$ cat src/rtl/uart_rx.sv
// rtl/uart_rx.sv - 8N1 serial receiver on a 16x oversampling tick, 3-sample majority vote per bit
module uart_rx #(
  parameter int SYNC_STAGES = 2
) (
  input  logic       clk,
  input  logic       reset_n,
  input  logic       tick,
  input  logic       rx_pin,
  output logic [7:0] rx_data,
  output logic       rx_valid,
  output logic       frame_err,
  output logic       rx_busy
);

  typedef enum logic [1:0] {
    IDLE  = 2'd0,
    START = 2'd1,
    DATA  = 2'd2,
    STOP  = 2'd3
  } state_t;

  logic [SYNC_STAGES-1:0] sync_q;
  logic [SYNC_STAGES-1:0] sync_d;
  logic                   rx_s;
  logic                   rx_s_prev_q;

  state_t     state_q;
  logic [3:0] tick_cnt_q;
  logic [2:0] bit_cnt_q;
  logic [7:0] shift_q;
  logic       s0_q, s1_q, s2_q;
  logic [7:0] rx_data_q;
  logic       rx_valid_q;
  logic       frame_err_q;
  logic       rx_busy_q;
  logic       vote_mid;
  logic       vote_end;

  assign sync_d = {sync_q[SYNC_STAGES-2:0], rx_pin};
  assign rx_s   = sync_q[SYNC_STAGES-1];

  always_ff @(posedge clk or negedge reset_n) begin
    if (!reset_n) begin
      sync_q      <= '1;
      rx_s_prev_q <= 1'b1;
    end else begin
      sync_q      <= sync_d;
      rx_s_prev_q <= rx_s;
    end
  end

  // At tick_cnt 9 the third sample is still being latched, so use the live rx_s in its place.
  assign vote_mid = (s0_q & s1_q) | (s0_q & rx_s) | (s1_q & rx_s);
  assign vote_end = (s0_q & s1_q) | (s0_q & s2_q) | (s1_q & s2_q);

  always_ff @(posedge clk or negedge reset_n) begin
    if (!reset_n) begin
      state_q     <= IDLE;
      tick_cnt_q  <= 4'd0;
      bit_cnt_q   <= 3'd0;
      shift_q     <= 8'h00;
      s0_q        <= 1'b0;
      s1_q        <= 1'b0;
      s2_q        <= 1'b0;
      rx_data_q   <= 8'h00;
      rx_valid_q  <= 1'b0;
      frame_err_q <= 1'b0;
      rx_busy_q   <= 1'b0;
    end else begin
      rx_valid_q  <= 1'b0;
      frame_err_q <= 1'b0;

      if (tick && (state_q != IDLE)) begin
        tick_cnt_q <= tick_cnt_q + 4'd1;
        case (tick_cnt_q)
          4'd7:    s0_q <= rx_s;
          4'd8:    s1_q <= rx_s;
          4'd9:    s2_q <= rx_s;
          default: ;
        endcase
      end

      case (state_q)
        IDLE: begin
          if (rx_s_prev_q && !rx_s) begin
            state_q    <= START;
            tick_cnt_q <= 4'd0;
            rx_busy_q  <= 1'b1;
          end
        end
        START: begin
          if (tick) begin
            if ((tick_cnt_q == 4'd9) && vote_mid) begin
              state_q   <= IDLE;
              rx_busy_q <= 1'b0;
            end else if (tick_cnt_q == 4'd15) begin
              state_q    <= DATA;
              tick_cnt_q <= 4'd0;
              bit_cnt_q  <= 3'd0;
            end
          end
        end
        DATA: begin
          if (tick && (tick_cnt_q == 4'd15)) begin
            shift_q    <= {vote_end, shift_q[7:1]};
            tick_cnt_q <= 4'd0;
            if (bit_cnt_q == 3'd7) begin
              state_q <= STOP;
            end else begin
              bit_cnt_q <= bit_cnt_q + 3'd1;
            end
          end
        end
        STOP: begin
          if (tick && (tick_cnt_q == 4'd9)) begin
            state_q   <= IDLE;
            rx_busy_q <= 1'b0;
            if (vote_mid) begin
              rx_data_q  <= shift_q;
              rx_valid_q <= 1'b1;
            end else begin
              frame_err_q <= 1'b1;
            end
          end
        end
        default: state_q <= IDLE;
      endcase
    end
  end

  assign rx_data   = rx_data_q;
  assign rx_valid  = rx_valid_q;
  assign frame_err = frame_err_q;
  assign rx_busy   = rx_busy_q;

endmodule

$ cat config.mk
export PLATFORM = sky130hd
export DESIGN_NAME = uart_rx
export DESIGN_NICKNAME = d
export VERILOG_FILES = /design/src/rtl/uart_rx.sv
export SDC_FILE = /design/constraint.sdc
export NUM_CORES = 1
export LEC_CHECK = 0
export BUFFER_PORTS_ARGS = -buffer_cell sky130_fd_sc_hd__buf_2
export CAP_MARGIN = 20
export CORE_MARGIN = 2
export CORE_UTILIZATION = 25
export DETAILED_ROUTE_END_ITERATION = 10
export GPL_TIMING_DRIVEN = 1
export PLACE_DENSITY = 0.43
export SYNTH_ARGS = -nofsm -noshare
export SYNTH_HDL_FRONTEND = slang
export SYNTH_SLANG_ARGS = --single-unit
$ cat constraint.sdc
create_clock -name clk -period 1.8 [get_ports clk]
set_clock_uncertainty 0.15 [all_clocks]
set_input_delay 0 -clock clk [delete_from_list [all_inputs] [get_ports clk]]
set_output_delay 0 -clock clk [all_outputs]
set_load 0.005 [all_outputs]
==> results of run 1 <==
==> cell usage after synthesis <==
cell type / n
nor4_1: 1
a21oi_1: 2
nand3_4: 2
nor3b_1: 1
maj3_2: 1
and2_1: 1
a22o_2: 2
o21bai_1: 1
o21a_1: 1
nand2_1: 5
a222oi_1: 1
dfrtp_1: 31
nor2_1: 8
nor2_2: 1
nand2b_1: 3
buf_2: 2
and3b_2: 1
nand4b_1: 2
nor3_1: 1
o221ai_1: 1
clkbuf_2: 1
mux2_2: 20
a21oi_4: 1
nand3_1: 2
nand4_1: 1
a221oi_1: 1
xor2_1: 2
mux2i_1: 1
dfstp_2: 3
a31oi_1: 2
ha_1: 5
o21ai_0: 2
o221ai_2: 1
and3_2: 1
nor3_4: 1
maj3_1: 1
inv_1: 5
nand3b_1: 1
==> what timing repair did <==
| action | CTS | global route |
|---|---|---|
| hold endpoints to repair | 34 | 0 |
| gates resized for setup | 0 | 4 |
| setup buffers | 0 | 2 |
| hold buffers | 3 | 0 |
| endpoints found under the setup margin | 0 | 22 |
==> worst register-to-register path: stages, from the launching register on <==
cell and delay (ps):
dfrtp_2 410, ha_2 240, nand3_4 110, nor3_4 220
buf_12 150, mux2_2 340
==> kinds of logic after synthesis <==
group | after synthesis
muxes | 21
DFF | 34
and+or+nand+nor | 32
xor gates and xnor gates | 2
buffers and inverters | 8
adders and majority gates | 7
AOI/OAI and AO/OA | 15
==> flip-flops by register name, summed over array words and instances (netlist names), named ones only <==
register / count
s1_q: 1
rx_valid: 1
sync_q: 2
s0_q: 1
rx_busy: 1
frame_err: 1
tick_cnt_q: 4
rx_data: 8
shift_q: 8
state_q: 1
rx_s_prev_q: 1
bit_cnt_q: 3
s2_q: 1
==> layer usage <==
layer | part of all wire, % | wire [microns] | vias to the layer above | GRT usage (%)
li1 | - | - | 485 | -
met1 | 46 | 1410 | 519 | 11.9
met2 | 49 | 1500 | 19 | 14.1
met3 | 3.2 | 99 | 8 | 2.78
met4 | 2.1 | 66 | 0 | 4.32
met5 | 0 | 0 | - | 0
==> cell usage in the layout, fill, tap and decap left out, types with 2 or more instances in the layout <==
| master | count |
|---|---|
| a22o_2 | 2 |
| o21ai_0 | 2 |
| ha_1 | 4 |
| mux2_2 | 20 |
| a21oi_1 | 2 |
| xor2_1 | 2 |
| nand4b_1 | 2 |
| nand2b_1 | 3 |
| buf_4 | 9 |
| nor2_1 | 8 |
| nand2_1 | 5 |
| a31oi_1 | 2 |
| clkbuf_8 | 6 |
| nand3_1 | 2 |
| nand3_4 | 2 |
| dfstp_2 | 3 |
| buf_2 | 14 |
| dlygate4sd3_1 | 3 |
| dfrtp_1 | 30 |
| inv_1 | 4 |
==> final cells by class <==
class / instances / area [sq um]
Clock inverter: 1 / 30.0
Inverter: 5 / 18.8
Timing Repair Buffer: 27 / 188
Sequential cell: 34 / 856
Multi-Input combinational cell: 77 / 679
Clock buffer: 6 / 82.6
Fill cell: 589 / 4040
Tap cell: 75 / 93.8
==> power by group through the flow <==
stage | combinational (mW) | sequential (mW) | clock, mW
3_5_place_dp | 0.631 | 1.05 | 0
3_3_place_gp | 0.621 | 1.04 | 0
5_1_grt | 0.740 | 1.06 | 0.767
4_1_cts | 0.639 | 1.03 | 0.733
2_1_floorplan | 0.478 | 1.00 | 0
6_report | 0.660 | 1.04 | 0.710
==> worst min-delay path by stage <==
stage / end / slack [ps] / cells past startpoint
floorplan: asynchronous set/reset pin / -450 / 0
global placement: rx_data[5] / -40 / 1
detailed placement: sync_q[0] / -40 / 1
CTS: rx_data[5] / 200 / 2
global route: sync_q[0] / 210 / 2
finish: rx_data[5] / 170 / 2
==> through the flow <==
step	instance area, sq um	power [mW]
finish	1950	2.41
global route	1950	2.57
CTS	1920	2.40
detailed placement	1780	1.68
global placement	1780	1.66
floorplan	1560	1.48
==> key figures, run 1 <==
Timing
  • Final worst path period share: 96.4%
  • Slew Limit Fails: 0
  • Slew @ Worst Pin: 763 ps
  • Setup WS post-layout: 64.2 ps
  • Final setup violation count: 0
  • Fin Setup TNS: 0 ps
  • Slew margin rel.: approximately 50%
  • Tmin final: 1740 ps
  • Final Hold Vio Count: 0
  • Fmax: 0.576 GHz
  • Final hold slack: approximately 170 ps

Logic synthesis
  • Largest family of logic cells by synthesized area: multiplexers
  • Post-Synthesis Cells: about 120
  • Synth cell types: 38
  • #FFs+latches synth: 34
  • Syn nets: approximately 130
  • Syn_area_per_cell: roughly 13 sq um
  • Top cell type's share of synthesized area: slightly below 50%
  • Mux contribution to synthesized area: approximately 15%
  • Yosys Warn Count: 0
  • Post-synthesis compound-gate area fraction: under 10%
  • Post-synthesis sequential area ratio: between 50% and 60%
  • Post-synthesis xor/xnor area fraction: 1.12%
  • Largest cells by area after synthesis: dfrtp_1 50%, mux2_2 14%, dfstp_2 5.1%
  • Synth Area in Adders: 5.37%
  • Leading area contributor after synthesis: dfrtp_1
  • Simple-Gate Fraction of Synth Area: 13.4%
  • Synth Cell Area: between 0.0015 and 0.002 sq mm

Place
  • RePlAce Congestion: 0.819
  • Detailed Place HPWL: around 2.2 mm
  • DP Worst Slack: -0.871 ps
  • Placed cell count: roughly 210
  • PortBufs: 14

Clocking
  • Clk buf depth: 2
  • CTS H-tree depth: 2
  • Clock insertion delay at the later pin of the skew report: 280 ps
  • CTS tree: done
  • Worst-path clk slew: approximately 70 ps
  • Root Buffer Master: clkbuf_8
  • CTS Sinks: 34
  • Cts bufs inserted: 5

GRT
  • Initial antenna violation count: 0
  • Largest net degree at the start of global routing: 35
  • First-pass GRT wire length: between 5 and 6 mm
  • All-Layer GR Usage: under 10%
  • Grt total ovfl: 0
  • Vias in the first global route: between 1k and 1.5k

Drt
  • Number of routed nets with antenna violations: 0
  • Drt first pass iters: 4
  • Remaining routing DRC violations: 0
  • Drt wl/cell: ~14 microns
  • DR iter-0 viols: 44
  • Post-DR vias/cell: approximately 4.6
  • Post-Route WL: 3.08 mm
  • Routed vias: roughly 1.0k

Floorplan
  • Core footprint: around 0.006 sq mm
  • Io pins: 15
  • Die X: a little over 80 microns
  • Die outline area: roughly 0.007 sq mm
  • Chip height: 83 microns
  • Standard-cell rows: 28
  • Initial Util: about a quarter

Setup path
  • Crit-path leading delay family: flip-flops
  • Worst EP arrival: around 1800 ps
  • Slowest cell on crit path: dfrtp_2
  • Slowest stage delay, CP: 410 ps
  • Largest fanout on the critical path: 10
  • Worst Setup EP: shift_q[4]
  • Reg2reg setup slack: ~64 ps
  • WP depth: 5
  • Worst flop-to-flop path startpoint: tick_cnt_q[0]
  • WP buf/inv: 1
  • Crit path cell chain: ha_2 -> nand3_4 -> nor3_4 -> buf_12 -> mux2_2
  • R2r worst-path depth: 5
  • Worst setup SP type: flop
  • Crit. End Element: flop
  • Crit Reg-Reg Endpoint: shift_q[4]
  • CP Data Required Time: ~1800 ps
  • Critical path type: reg -> reg
  • CP Launch Point: tick_cnt_q[0]

Finish
  • Final core occ: 32.5%
  • P&R area growth vs syn: 24.9%
  • Share of layout cells above drive strength 1: a little under half
  • Non-Filler Instances: ~230
  • Nets: between 150 and 200
  • Diodes inserted: 0

Pwr
  • Internal: approximately 1.6 mW
  • Clk network pwr share: between 20% and 30%
  • Pwr Density: around 1200 mW/mm^2
  • P_sw: 0.763 mW
  • Combinational share of power: between 20 and 30%
  • Leakage: just over 0.9 nW
  • Sequential Power Share: between 40 and 50%
  • Peak VDD IR: between 0.0005 and 0.0006 V
  • Sw Ratio: between 30% and 40%

Run
  • Max Cap Viol: 0

Worst hold path
  • Worst hold path type: in -> async

Run status
  • Status: completed
No activity file was read; power rests on OpenSTA's default activity.
==> inputs of run 2 (changes only) <==
--- a/config.mk
+++ b/config.mk
@@ -5,13 +5,14 @@
 export SDC_FILE = /design/constraint.sdc
 export NUM_CORES = 1
 export LEC_CHECK = 0
+export ABC_AREA = 1
 export BUFFER_PORTS_ARGS = -buffer_cell sky130_fd_sc_hd__buf_2
 export CAP_MARGIN = 20
 export CORE_MARGIN = 2
-export CORE_UTILIZATION = 25
+export CORE_UTILIZATION = 47
 export DETAILED_ROUTE_END_ITERATION = 10
 export GPL_TIMING_DRIVEN = 1
-export PLACE_DENSITY = 0.43
+export PLACE_DENSITY = 0.69
 export SYNTH_ARGS = -nofsm -noshare
 export SYNTH_HDL_FRONTEND = slang
 export SYNTH_SLANG_ARGS = --single-unit
==> run 2 against run 1 <==
Effect of this change: via count rose by 19%; sequential share of layout area grew 1.8 points; critical path depth grew 3; largest power group unchanged.
==> key figures, run 2 <==
Setup path
  • Worst EP arrival: 1750 ps (about the same)
  • Worst flop-to-flop path startpoint: tick_cnt_q[1]
  • Critical path type: reg -> reg
  • Worst setup SP type: flop
  • Largest fanout on the critical path: 4 (-6)
  • R2r worst-path depth: 8 (+3)
  • CP Data Required Time: 1890 ps (+80 ps)
  • CP Launch Point: tick_cnt_q[1]
  • Crit. End Element: flop

Clocking
  • Clock insertion delay at the later pin of the skew report: 340 ps (+60 ps)
  • Root Buffer Master: clkbuf_4
  • CTS tree: done
  • Cts bufs inserted: 5 (unchanged)
  • Worst-path clk slew: 100 ps (+30 ps)
  • Clk buf depth: 2 (unchanged)
  • CTS Sinks: 34 (unchanged)
  • CTS H-tree depth: 2 (unchanged)

Logic synthesis
  • Top FF cell, synth: dfrtp_1
  • Yosys Warn Count: 0 (unchanged)
  • Post-synth EDFFs: 0 (unchanged)
  • Post-Synthesis Cells: 182 (+53%)
  • Leading area contributor after synthesis: dfrtp_1
  • #FFs+latches synth: 34 (unchanged)
  • Asr flop ratio synth: 100% (unchanged)
  • Most common cell in the netlist: nand2_1
  • Top cell type's share of synthesized area: 47.5% (-2.2 points)
  • Post-synthesis sequential area ratio: 52.3% (-2.4 points)
  • Synth Cell Area: 0.00163 sq mm (+4.7%)
  • Syn_area_per_cell: 8.97 sq um (-32%)
  • Most frequent cells after synthesis: 47 x nand2_1, 31 x dfrtp_1, 21 x inv_1
  • Syn nets: 191 (+49%)
  • Synth cell types: 28 (-26%)
  • Largest cells by area after synthesis: dfrtp_1 48%, nand2_1 11%, dfstp_2 4.8%

Timing
  • Final setup violation count: 0 (unchanged)
  • Slew Limit Fails: 0 (unchanged)
  • Tmin final: 1660 ps (-75.3 ps)
  • Setup WS post-layout: 139 ps (+75.3 ps)
  • Slew margin rel.: 52.6% (+3.5 points)
  • Fmax: 0.602 GHz (+4.5%)
  • Fin Setup TNS: 0 ps (unchanged)
  • Final Hold Vio Count: 0 (unchanged)
  • Final worst path period share: 92.3% (-4.2 points)
  • Slew @ Worst Pin: 710 ps (-52.5 ps)
  • RSZ-0062 raised after global routing: false

Floorplan
  • Die outline area: 0.00396 sq mm (-42%)
  • Die X: 62.9 microns (-24%)
  • Io pins: 15 (unchanged)
  • Core footprint: 0.00334 sq mm (-44%)
  • Standard-cell rows: 21 (-25%)
  • Chip height: 62.9 microns (-24%)
  • Initial Util: 48.9% (+23 points)

Place
  • Placed inst area: 0.00174 sq mm (-2.2%)
  • RePlAce Congestion: 0.830 (+1.3%)
  • Detailed Place HPWL: 2.09 mm (-5.9%)
  • DP Worst Slack: 29.5 ps (+30.4 ps)
  • PortBufs: 14 (unchanged)

Drt
  • Post-Route WL: 2.86 mm (-7.1%)
  • Drt wl/cell: 11.4 microns (-17%)
  • Routed vias: 1232 (+19%)
  • Remaining routing DRC violations: 0 (unchanged)
  • Post-DR vias/cell: 4.91 (+7.1%)
  • Number of routed nets with antenna violations: 0 (unchanged)
  • Drt first pass iters: 4 (unchanged)
  • DR iter-0 viols: 70 (+59%)

GRT
  • All-Layer GR Usage: 17.1% (+7.8 points)
  • Largest net degree at the start of global routing: 35 (unchanged)
  • Grt total ovfl: 0 (unchanged)
  • Vias in the first global route: 1214 (+15%)
  • Initial antenna violation count: 0 (unchanged)
  • First-pass GRT wire length: 5.26 mm (+3.1%)

Finish
  • P&R area growth vs syn: 14.3%
  • Share of layout cells above drive strength 1: 24.9% (-20 points)
  • # fillers: 302 (-49%)
  • Diodes inserted: 0 (unchanged)
  • Nets: 213 (+34%)
  • Commonest cells after routing, fill and taps aside: 47 x nand2_1, 31 x dfrtp_1, 21 x inv_1
  • Cell area after layout: 0.00187 sq mm (-4.2%)
  • Most common cell after layout, fill and taps aside: nand2_1
  • Multi-input logic area: 664 sq um (-2.2%)
  • Register area: 855 sq um (-0.15%)

Pwr
  • Pwr Density: 1020 mW/mm^2 (-17%)
  • Leakage: 0.987 nW (+5.5%)
  • Peak VDD IR: 0.000456 V (-23%)

Run
  • Max Cap Viol: 0 (unchanged)

Run status
  • Status: completed

Worst hold path
  • Worst hold path type: in -> async
run 2: cell types whose count changed after synthesis, sizes merged, moves of 2 or more:
cell    change
a22o        -2
inv        +20
maj3        -2
mux2       -20
nand2      +45
nand2b      -3
nand3       +7
nand4       +6
nand4b      -2
nor2        +3
o21ai      +20
o221ai      -2
run 2: cells by family (layout without fill, tap and decap cells):
logic type,Yosys count,after routing,share of synthesized area (%)
AO/OA/AOI/OAI,30,30,11.4
flip-flops,34,34,52.3
XOR/XNOR,2,2,1.07
adder cells (fa/ha/maj),5,5,3.83
buffers and inverters,29,52,7.59
AND/OR/NAND/NOR,82,82,23.8
run 2: worst paths after layout:
kind                                 to  slack [ps]
hold reg to reg               sync_q[1]         210
max in group asynchronous    shift_q[2]         950
setup / recovery                   flop         140
hold / removal             bit_cnt_q[0]          90
min in group clk              sync_q[0]         150
setup reg to reg                   flop         140
run 2: repair_timing:
action,in CTS,in global routing
endpoints found under the hold margin,37,0
setup endpoints to repair,0,10
gates resized for setup,0,3
hold buffers,3,0
buffers inserted,0,0
run 2: routing by layer:
layer | share of wire (%) | GRT usage, %
met1 | 47 | 20.7
met2 | 47 | 28.2
met3 | 3.7 | 5.41
met4 | 1.7 | 6.67
met5 | 0 | 0
run 2: critical path: stages (launching register included):
cell     delay, ps
dfrtp_1        410
ha_2           240
nand4_1        210
nand2_1        150
nand2_1         70
nor2_2         140
nand3_1         90
nand2_1         70
nand2_1         50
run 2: area by class of cell:
class                   instances  share of cell area (%)
clock buffers                   7                    2.95
clock inverters                 1                    1.61
inverters                      26                    5.23
multi-input cells             119                    35.6
flip-flops and latches         34                    45.8
well taps                      46                    3.08
repair buffers                 18                    5.76
run 2: power breakdown:
group          internal [mW]  leakage (nW)  switching (mW)
clock network          0.332        0.0455           0.249
registers              0.819         0.422          0.0668
logic                  0.154         0.520           0.289
run 2: through the flow:
stage / std cells / util (%) / hold slack [ps] / total power [mW]
after floorplan: 182 / - / -446 / 1.22
after global placement: 240 / 52.2 / -53.5 / 1.31
after detailed placement: 240 / 52.2 / -46.7 / 1.33
after CTS: 251 / 55.6 / 115 / 1.93
after global routing: 251 / 55.9 / 138 / 2.06
final: 251 / 55.9 / 85.4 / 1.91
==> inputs of run 3 (changes only) <==
--- a/config.mk
+++ b/config.mk
@@ -5,7 +5,6 @@
 export SDC_FILE = /design/constraint.sdc
 export NUM_CORES = 1
 export LEC_CHECK = 0
-export ABC_AREA = 1
 export BUFFER_PORTS_ARGS = -buffer_cell sky130_fd_sc_hd__buf_2
 export CAP_MARGIN = 20
 export CORE_MARGIN = 2
==> run 3 against run 2 <==
Effect of this change: power is 20% higher; sequential power is 17% higher; clock-buffer cell count stayed put; hold slack better by 19 ps; critical path depth is 2 lower; routed wire length is 3.5% higher; largest power group unchanged; via count is 15% lower; sequential cell count stayed put; die area is 4.2% lower; clock power is 7.4% lower.
==> key figures, run 3 (synthesis results as in run 1) <==
Setup path
  • Critical path type: reg -> reg
  • R2r worst-path depth: 6 (-2)
  • Worst flop-to-flop path startpoint: tick_cnt_q[1]
  • CP Launch Point: tick_cnt_q[1]
  • Worst Setup EP: rx_data[2]
  • Worst EP arrival: 1860 ps (+110 ps)
  • Slowest cell on crit path: dfrtp_1
  • Slowest stage delay, CP: 430 ps (+20 ps)
  • WP buf/inv: 1 (+1)
  • Crit Reg-Reg Endpoint: rx_data[2]
  • Crit-path leading delay family: simple AND/OR/NAND/NOR gates
  • Crit path cell chain: inv_2 -> ha_4 -> nand3b_1 -> nor2_4 -> nand3_4 -> mux2_4
  • Worst setup SP type: flop
  • Crit. End Element: flop
  • CP Data Required Time: 1870 ps (-20 ps)
  • Reg2reg setup slack: 7 ps (-130 ps)
  • WP depth: 6 (-2)
  • Largest fanout on the critical path: 5 (+1)

Clocking
  • Clock insertion delay at the later pin of the skew report: 330 ps (about the same)
  • Cts bufs inserted: 5 (unchanged)
  • Root Buffer Master: clkbuf_4
  • CTS Sinks: 34 (unchanged)
  • Clk buf depth: 2 (unchanged)
  • CTS tree: done
  • Worst-path clk slew: 100 ps (about the same)
  • CTS H-tree depth: 2 (unchanged)

Timing
  • Final Hold Vio Count: 0 (unchanged)
  • Slew @ Worst Pin: 732 ps (+21.5 ps)
  • Slew margin rel.: 51.2% (-1.4 points)
  • Slew Limit Fails: 0 (unchanged)
  • Final worst path period share: 99.6% (+7.4 points)
  • Tmin final: 1790 ps (+132 ps)
  • Final setup violation count: 0 (unchanged)
  • Fmax: 0.558 GHz (-7.4%)
  • RSZ-0062 raised after global routing: true

Drt
  • DR iter-0 viols: 54 (-23%)
  • Top layer used by detailed routing: met4
  • Remaining routing DRC violations: 0 (unchanged)
  • Drt wl/cell: 15.2 microns (+33%)
  • WL met3: 160 microns (+50%)
  • M1 WL: 1.34 mm (-0.96%)
  • Post-DR vias/cell: 5.37 (+9.5%)
  • Number of routed nets with antenna violations: 0 (unchanged)
  • DR WL met2: 1.41 mm (+4.5%)
  • Post-Route WL: 2.96 mm (+3.5%)
  • Drt first pass iters: 4 (unchanged)
  • Routed vias: 1048 (-15%)

Finish
  • # fillers: 265 (-12%)
  • Share of layout cells above drive strength 1: 45.0% (+20 points)
  • Multi-input logic area: 713 sq um (+7.3%)
  • Nets: 159 (-25%)
  • Register area: 856 sq um (+0.15%)
  • Diodes inserted: 0 (unchanged)
  • Final core occ: 61.2% (+5.2 points)
  • Non-Filler Instances: 195 (-22%)
  • Most common cell after layout, fill and taps aside: dfrtp_1
  • P&R area growth vs syn: 21.7%
  • Cell area after layout: 0.00190 sq mm (+1.7%)
  • Commonest cells after routing, fill and taps aside: 30 x dfrtp_1, 19 x mux2_2, 14 x buf_2

Run
  • Max Cap Viol: 0 (unchanged)

GRT
  • Vias in the first global route: 988 (-19%)
  • Initial antenna violation count: 0 (unchanged)
  • All-Layer GR Usage: 17.2% (+0.11 points)
  • Grt total ovfl: 0 (unchanged)
  • Largest net degree at the start of global routing: 35 (unchanged)
  • First-pass GRT wire length: 4.63 mm (-12%)

Pwr
  • Pwr Density: 1210 mW/mm^2 (+18%)
  • Leakage: 0.916 nW (-7.2%)
  • Peak VDD IR: 0.000733 V (+61%)

Place
  • Placed inst area: 0.00173 sq mm (-0.79%)
  • Detailed Place HPWL: 1.96 mm (-6.1%)
  • RePlAce Congestion: 0.887 (+6.8%)
  • PortBufs: 14 (unchanged)
  • Placed cell count: 180 (-25%)

Floorplan
  • Die outline area: 0.00380 sq mm (-4.2%)
  • Io pins: 15 (unchanged)
  • Die X: 61.6 microns (-2.1%)
  • Core footprint: 0.00310 sq mm (-7.0%)
  • Standard-cell rows: 20 (-4.8%)
  • Chip height: 61.6 microns (-2.1%)
  • Initial Util: 50.3% (+1.4 points)

Run status
  • Status: completed

Worst hold path
  • Worst hold path type: in -> async
==> run 3: changes by cell type in the layout (fill, tap and decap cells not counted), sizes merged, moves of 3 or more <==
| cell | previous run | this run |
|---|---|---|
| o21ai | 22 | 2 |
| nand2 | 50 | 5 |
| inv | 25 | 5 |
| mux2 | 0 | 20 |
| nand2b | 0 | 3 |
| nor2 | 12 | 9 |
| nand4 | 7 | 1 |
| buf | 15 | 23 |
| nand3 | 11 | 5 |
==> run 3: worst register-to-register path, stage by stage, from the launching register on <==
cell	delay (ps)
dfrtp_1	430
inv_2	110
ha_4	140
nand3b_1	150
nor2_4	240
nand3_4	150
mux2_4	330
==> run 3: worst min-delay path by stage <==
stage	to	slack [ps]	cells past startpoint
final	bit_cnt_q[2]	100	2
after CTS	tick_cnt_q[1]	130	2
after global routing	sync_q[0]	140	2
after detailed placement	frame_err	-40	1
after floorplan	asynchronous set/reset pin	-450	0
after global placement	frame_err	-50	1
==> run 3: metrics by stage <==
step	TNS (ps)	hold WS (ps)	setup WS, ps	total power, mW
final	0	105	7.18	2.29
after global placement	0	-50.7	68.1	1.63
after CTS	0	125	11.5	2.22
after detailed placement	0	-43.1	4.12	1.67
after global routing	-436	138	-63.7	2.45
after floorplan	0	-446	64.2	1.48
==> run 3: layout make-up <==
class / count / share of cell area [%]
sequential: 34 / 45.1
clock inverter: 1 / 1.58
inverter: 5 / 0.989
clock buffer: 7 / 2.37
timing repair buffer: 26 / 9.49
tap: 44 / 2.90
multi-input combinational: 78 / 37.6
==> run 3: power by group <==
group | total [mW] | switching, mW | internal, mW
Clock | 0.538 | 0.243 | 0.295
Combinational | 0.711 | 0.387 | 0.324
Sequential | 1.04 | 0.148 | 0.892
Total | 2.29 | 0.778 | 1.51
==> run 3: metal layers <==
metal / track usage, % / up-vias
met3: 5.67 / 6
met5: 0 / -
met2: 26.9 / 33
li1: - / 493
met4: 7.29 / 0
met1: 21.8 / 516
==> run 3: repair_timing <==
item,CTS,global route
endpoints found under the setup margin,1,20
buffers inserted,0,3
endpoints found under the hold margin,39,0
hold buffers,3,0
gates resized for setup,1,7
pin swaps,0,4
gates cloned,0,1
